File: config.mk
export PLATFORM = sky130hd
export DESIGN_NAME = fibonacci_ctrl
export DESIGN_NICKNAME = d
export VERILOG_FILES = /design/src/rtl/fibonacci_ctrl.sv
export SDC_FILE = /design/constraint.sdc
export NUM_CORES = 1
export LEC_CHECK = 0
export ABC_AREA = 1
export BUFFER_PORTS_ARGS = -buffer_cell sky130_fd_sc_hd__buf_4
export CAP_MARGIN = 25
export CORE_ASPECT_RATIO = 0.9
export CORE_UTILIZATION = 55
export DETAILED_ROUTE_END_ITERATION = 8
export GPL_TIMING_DRIVEN = 0
export HOLD_SLACK_MARGIN = 0.06
export PLACE_DENSITY = 0.84
export SKIP_CTS_REPAIR_TIMING = 1
export SYNTH_ARGS = -nofsm -noshare
export SYNTH_HDL_FRONTEND = slang
export SYNTH_SLANG_ARGS = --single-unit
File: constraint.sdc
create_clock -name clock -period 4.3 [get_ports clock]
set_clock_uncertainty 0.1 [all_clocks]
set_input_delay 1.29 -clock clock [delete_from_list [all_inputs] [get_ports clock]]
set_output_delay 1.29 -clock clock [all_outputs]
set_load 0.005 [all_outputs]
File: src/rtl/fibonacci_ctrl.sv
// -----------------------------------------------------------------------------
// fibonacci_ctrl
//
// Control FSM that sequences the fibonacci datapath (reg1/reg2/regN/counter).
// Once a start is accepted it loads the seeds for one cycle, then runs exactly
// N iterations, and then reports completion with a one-cycle done pulse.
//
// Ports:
//   clock        in   system clock, rising edge
//   reset        in   synchronous, active-high reset
//   start        in   request to begin; only looked at in IDLE
//   abort        in   cancel LOAD/RUN, back to IDLE with no done pulse
//   N            in   iteration count, captured when start is accepted
//   load_init    out  datapath selects the initial seeds into reg1/reg2
//   enable_reg1  out  reg1 write enable
//   enable_reg2  out  reg2 write enable
//   enable_regN  out  N register write enable
//   enable_count out  iteration counter enable
//   busy         out  high in LOAD and RUN
//   done         out  one-cycle completion pulse
//   term_idx     out  iteration currently being computed (1..N)
// -----------------------------------------------------------------------------
module fibonacci_ctrl #(
    parameter int WIDTH = 8
) (
    input  logic             clock,
    input  logic             reset,
    input  logic             start,
    input  logic             abort,
    input  logic [WIDTH-1:0] N,
    output logic             load_init,
    output logic             enable_reg1,
    output logic             enable_reg2,
    output logic             enable_regN,
    output logic             enable_count,
    output logic             busy,
    output logic             done,
    output logic [WIDTH-1:0] term_idx
);

    typedef enum logic [1:0] {
        S_IDLE = 2'd0,
        S_LOAD = 2'd1,
        S_RUN  = 2'd2,
        S_DONE = 2'd3
    } state_t;

    state_t           state_q, state_d;
    logic [WIDTH-1:0] n_reg_q, n_reg_d;
    logic [WIDTH-1:0] term_idx_q, term_idx_d;

    always_ff @(posedge clock) begin
        if (reset) begin
            state_q    <= S_IDLE;
            n_reg_q    <= '0;
            term_idx_q <= '0;
        end else begin
            state_q    <= state_d;
            n_reg_q    <= n_reg_d;
            term_idx_q <= term_idx_d;
        end
    end

    // Next-state logic. abort outranks everything except reset, but only
    // matters while the datapath is actually being driven (LOAD/RUN).
    always_comb begin
        state_d    = state_q;
        n_reg_d    = n_reg_q;
        term_idx_d = term_idx_q;
        unique case (state_q)
            S_IDLE: begin
                if (start) begin
                    if (N != '0) begin
                        n_reg_d = N;
                        state_d = S_LOAD;
                    end else begin
                        // Nothing to compute: report completion without
                        // ever touching the datapath.
                        state_d = S_DONE;
                    end
                end
            end
            S_LOAD: begin
                if (abort) begin
                    state_d = S_IDLE;
                end else begin
                    term_idx_d = WIDTH'(1);
                    state_d    = S_RUN;
                end
            end
            S_RUN: begin
                if (abort) begin
                    state_d = S_IDLE;
                end else if (term_idx_q == n_reg_q) begin
                    // Equality stop: term_idx never advances past n_reg, so
                    // N = 2^WIDTH-1 finishes without wrapping.
                    state_d = S_DONE;
                end else begin
                    term_idx_d = term_idx_q + WIDTH'(1);
                end
            end
            S_DONE: begin
                state_d = S_IDLE;
            end
            default: state_d = S_IDLE;
        endcase
    end

    // Moore output decode from the registered state only.
    always_comb begin
        load_init    = 1'b0;
        enable_reg1  = 1'b0;
        enable_reg2  = 1'b0;
        enable_regN  = 1'b0;
        enable_count = 1'b0;
        busy         = 1'b0;
        done         = 1'b0;
        unique case (state_q)
            S_LOAD: begin
                load_init   = 1'b1;
                enable_reg1 = 1'b1;
                enable_reg2 = 1'b1;
                enable_regN = 1'b1;
                busy        = 1'b1;
            end
            S_RUN: begin
                enable_reg1  = 1'b1;
                enable_reg2  = 1'b1;
                enable_count = 1'b1;
                busy         = 1'b1;
            end
            S_DONE: begin
                done = 1'b1;
            end
            default: ;
        endcase
    end

    assign term_idx = term_idx_q;

endmodule

==> impl_metrics.tcl, run 1 <==
set metrics [dict create \
    status "finished, final reports clean" \
    final.min_clock_period_ps 2760 \
    synthCells 166 \
    cp_slowest_cell "dfxtp_1" \
    cts_tree "yes" \
    ys_warn_count 0 \
    seq_area_frac_synth 0.299 \
    finalSetupViolations 0 \
    place_congestion 0.743 \
    pre_cts_ws_ps 1870 \
    start_util 0.606 \
    finalHoldViolCount 0 \
    grt_pass1_vias 1042 \
    clock_latency_ps 300 \
    synthesis.nets 184 \
    grt_antenna_before_repair 0 \
    crit_chain "inv_1 -> ha_1 -> buf_4 -> buf_4" \
    syn_avg_cell_area_um2 7.26 \
    cts.sinks 18 \
    nets 214 \
    area_delta_synth_final_pct 21.2 \
    critPathTopFamily "flip-flops" \
    htreeDepth 1 \
    cap_violations 0 \
    required_ps 2910 \
    grt_max_degree 11 \
    leakage_nw 0.663 \
    drt_iter0_drc 27 \
    fp.dieW_um 51.3 \
    p_per_area_nw_per_um2 532 \
    drtAntennaViolNets 0 \
    die_area_um2 2380 \
    total_power_mw 0.777 \
    synth_top_family_by_area "simple AND/OR/NAND/NOR gates" \
    syn_area_um2 1200 \
    synth_xor_area_frac 0.0426 \
    dr.pass1.iters 4 \
    dp_hpwl_mm 1.92 \
    critPathLaunchType "flop" \
    worstMarginPinSlew_ps 543 \
    wl_mm 2.41 \
    max_freq_mhz 362 \
    ys_ff_latch 18 \
    grt_usage 0.253 \
    avgRoutedWirePerCell_um 11.0 \
    via_count 1122 \
    vias_per_cell 5.10 \
    numCtsBuffers 3 \
    fin_crit_sh 0.642 \
    final_common_cell "nand2_1" \
    cts_root_buffer "clkbuf_4" \
    peakVddDrop_mv 0.545 \
    setup_slack_ps 1540 \
    synthSimpleGateAreaFrac 0.383 \
    fin_setup_tns_ps 0 \
    diodes 0 \
    crit_top_cell "buf_4" \
    crit_buf_inv 3 \
    post-route-drc-count 0 \
    synth-adder-area-share 0.0623 \
    cts_max_path_buffers 2 \
    io_buffers 25 \
    layout_common_cells "nand2_1 (34), buf_4 (29), nor2_1 (19)" \
    die_h_um 46.4 \
    cp_data_arrival_time_ps 1370 \
    path_max_fanout 4 \
    end_kind "primary output" \
    timing.slew.headroom 0.638 \
    muxShareOfSynthArea 0 \
    grt_overflow 0 \
    n_fill_cell 164 \
    io_pins 27 \
    drive_above_1_share 0.323 \
    rows 15 \
    slew_violations 0 \
    rsz0062_at_grt "no" \
    fp.coreArea_um2 1990 \
    grt_pass1_wl_mm 4.36 \
    whs_ps 372 \
    hp-class "flop to flop" \
    synth_compound_area_frac 0.106 \
    clkTransAtPathRegs_ps 110 \
    synth_cell_types 28 \
    critical_path_class "flop to primary output" \
    cpPeakStageDelay_ps 370 \
]
## per-stage QoR
stage / std cells / area, um2 / util
after floorplan: 166 / 1200 / -
after global placement: 216 / 1420 / 0.716
after detailed placement: 216 / 1420 / 0.716
after CTS: 220 / 1460 / 0.734
after global routing: 220 / 1460 / 0.734
final: 220 / 1460 / 0.734
## flip-flops by register name, indices dropped and copies added, names as in the netlist
| signal | cells |
|---|---|
| n_reg_q | 8 |
| term_idx | 8 |
| state_q | 2 |
## synth_stat cells, drive strengths merged
library cell	instances	area [um2]
xor2	1	8.76
nand2	44	223
inv	21	78.8
nand3	13	82.6
clkinv	1	5.00
ha	6	75.1
nand4	1	6.26
nor3b	2	15.0
a21oi	11	70.1
nor2	26	130
buf	5	41.3
o21ai	10	50.1
a211oi	1	7.51
xnor2	4	42.6
dfxtp	18	360
nor3	1	5.00
clkbuf	1	3.75
## final timing paths
| path | cells past startpoint | end | slack (ps) | from |
|---|---|---|---|---|
| setup / recovery | 4 | enable_reg1 | 1540 | state_q[0]$_SDFFE_PP0P_ |
| hold / removal | 2 | n_reg_q[7]$_SDFFE_PP0P_ | 370 | n_reg_q[7]$_SDFFE_PP0P_ |
| setup reg to reg | 8 | term_idx[4]$_SDFFE_PP0P_ | 2640 | state_q[0]$_SDFFE_PP0P_ |
| hold reg to reg | 2 | n_reg_q[7]$_SDFFE_PP0P_ | 370 | n_reg_q[7]$_SDFFE_PP0P_ |
## power breakdown
part,total (mW),internal [mW],switching [mW]
Sequential,0.236,0.205,0.0317
Clock,0.110,0.0517,0.0587
Combinational,0.430,0.198,0.232
## worst register-to-register path, delay by kind of cell (launching register included)
family,cells,cell delay [ps]
and+or+nand+nor,4,510
DFF,1,340
adders and majority gates,1,290
buffers and inverters,2,240
AOI/OAI and AO/OA,1,120
## layer usage
metal  vias up  wire length (um)  global-route usage
li1        575                 -                   -
met1       520              1090               0.294
met2        27              1210               0.455
met3         0               103              0.0792
met4         0                 0              0.0649
met5         -                 0                   0
## cell type report
type / count / area [um2] / share of cell area
Multi-Input combinational cell: 120 / 716 / 0.490
Timing Repair Buffer: 25 / 188 / 0.129
Buffer: 6 / 45.0 / 0.0308
Tap cell: 25 / 31.3 / 0.0214
Inverter: 22 / 83.8 / 0.0574
Sequential cell: 18 / 360 / 0.247
Clock buffer: 4 / 36.3 / 0.0249
## cell families after synthesis
kind of cell,count (synthesis)
and+or+nand+nor,87
adders and majority gates,6
buffers and inverters,28
xor gates and xnor gates,5
AOI/OAI and AO/OA,22
DFF,18
No activity file was read; power rests on OpenSTA's default activity.
==> run 2, diff against run 1 <==
--- a/config.mk
+++ b/config.mk
@@ -9,11 +9,11 @@
 export BUFFER_PORTS_ARGS = -buffer_cell sky130_fd_sc_hd__buf_4
 export CAP_MARGIN = 25
 export CORE_ASPECT_RATIO = 0.9
-export CORE_UTILIZATION = 55
+export CORE_UTILIZATION = 53
 export DETAILED_ROUTE_END_ITERATION = 8
 export GPL_TIMING_DRIVEN = 0
 export HOLD_SLACK_MARGIN = 0.06
-export PLACE_DENSITY = 0.84
+export PLACE_DENSITY = 0.81
 export SKIP_CTS_REPAIR_TIMING = 1
 export SYNTH_ARGS = -nofsm -noshare
 export SYNTH_HDL_FRONTEND = slang
==> constraint.sdc (replaced) <==
create_clock -name clock -period 2.6 [get_ports clock]
set_clock_uncertainty 0.1 [all_clocks]
set_input_delay 0.78 -clock clock [delete_from_list [all_inputs] [get_ports clock]]
set_output_delay 0.78 -clock clock [all_outputs]
set_load 0.005 [all_outputs]
==> run 2 against run 1 <==
  * Register-to-register slack lost 1700 ps
  * Core utilization shrank 1.4 points
  * Routed wire length grew 0.12%
  * Via count shrank 3.3%
  * Worst setup slack lost 1200 ps
  * Non-clock buffer count is the same
  * Total power grew 65%
  * Count of clock-buffer cells in the layout is the same
  * Critical path type unchanged
  * Highest routed layer is now met4
==> impl_metrics.tcl, run 2 (synthesized netlist as in run 1, its figures left out) <==
set metrics [dict create \
    fp.coreArea_um2 2030 \
    critPathLaunchType "flop" \
    fp.dieW_um 52.3 \
    drive_above_1_share 0.323 \
    place_congestion 0.750 \
    status "finished, final reports clean" \
    rows 15 \
    htreeDepth 1 \
    setup_slack_ps 346 \
    total_power_mw 1.28 \
    worstMarginPinSlew_ps 534 \
    stdcell_count 220 \
    required_ps 1720 \
    cp_slowest_cell "dfxtp_1" \
    grt_pass1_vias 958 \
    fin_crit_sh 0.867 \
    grt_antenna_before_repair 0 \
    grt_overflow 0 \
    pre_cts_ws_ps 685 \
    finalSetupViolations 0 \
    cpPeakStageDelay_ps 370 \
    peakVddDrop_mv 0.829 \
    clock_latency_ps 310 \
    stdcell_area_um2 1460 \
    r2r-start "state_q[0]$_SDFFE_PP0P_" \
    crit_top_cell "buf_4" \
    vias_per_cell 4.93 \
    cp-startpoint "state_q[0]$_SDFFE_PP0P_" \
    p_per_area_nw_per_um2 879 \
    avgRoutedWirePerCell_um 11.0 \
    die_h_um 47.2 \
    wl_mm 2.42 \
    area_delta_synth_final_pct 21.2 \
    drtAntennaViolNets 0 \
    fin_setup_tns_ps 0 \
    finalHoldViolCount 0 \
    clkTransAtPathRegs_ps 110 \
    grt_usage 0.227 \
    cp_data_arrival_time_ps 1370 \
    hp-start "n_reg_q[0]$_SDFFE_PP0P_" \
    numCtsBuffers 3 \
    critical_path_class "flop to primary output" \
    nets 214 \
    via_count 1085 \
    dpl-instance-area_um2 1420 \
    dp_cells 216 \
    reg2reg_slack_ps 960 \
    layout_common_cells "nand2_1 (34), buf_4 (29), nor2_1 (19)" \
    timing.slew.headroom 0.644 \
    max_freq_mhz 444 \
    diodes 0 \
    rsz0062_at_grt "no" \
    grt_max_degree 11 \
    dp_hpwl_mm 1.88 \
    grt_pass1_wl_mm 4.02 \
    start_util 0.594 \
    cap_violations 0 \
    end_kind "primary output" \
    crit_chain "inv_1 -> ha_1 -> buf_4 -> buf_4" \
    post-route-drc-count 0 \
    dr.pass1.iters 4 \
    cts_max_path_buffers 2 \
    drt_iter0_drc 21 \
    final_common_cell "nand2_1" \
    final.min_clock_period_ps 2250 \
    path_max_fanout 4 \
    die_area_um2 2470 \
    cts_tree "yes" \
    slew_violations 0 \
    cts_root_buffer "clkbuf_4" \
    cts.sinks 18 \
    hp-class "flop to flop" \
    io_buffers 25 \
    io_pins 27 \
    leakage_nw 0.663 \
]
==> run 2: cell counts in the layout (fill, tap and decap cells not counted) <==
No cell type changed its count.
==> run 2: final timing paths <==
| check | end | depth (start not counted) |
|---|---|---|
| setup / recovery | enable_reg2 | 4 |
| hold / removal | n_reg_q[0]$_SDFFE_PP0P_ | 2 |
| setup reg to reg | state_q[1]$_SDFFE_PP0P_ | 10 |
| hold reg to reg | n_reg_q[0]$_SDFFE_PP0P_ | 2 |
==> run 2: cell type report <==
class / count / area, um2
Buffer: 6 / 45.0
Fill cell: 163 / 567
Clock buffer: 4 / 36.3
Tap cell: 25 / 31.3
Inverter: 22 / 83.8
Timing Repair Buffer: 25 / 188
Sequential cell: 18 / 360
Multi-Input combinational cell: 120 / 716
==> run 2: worst max-delay path, delay by kind of cell, from the launching register on <==
kind                     cells  cell delay, ps
adder cells (fa/ha/maj)      1             330
buffers and inverters        3             360
flip-flops                   1             370
==> run 2: routing by layer <==
layer  up-vias  GRT usage  share of wire
li1        578          -              -
met1       473      0.273           0.46
met2        29      0.405           0.47
met3         5     0.0647          0.058
met4         0     0.0579         0.0066
met5         -          0              0
==> run 2: report_power, final <==
group	switching, mW	internal, mW
Clock	0.0993	0.0856
Combinational	0.378	0.326
Sequential	0.0547	0.339
==> run 2: stage by stage <==
| stage | utilization | hold slack [ps] |
|---|---|---|
| after floorplan | - | 344 |
| after global routing | 0.720 | 415 |
| after global placement | 0.702 | 356 |
| after CTS | 0.720 | 384 |
| after detailed placement | 0.702 | 369 |
| final | 0.720 | 386 |
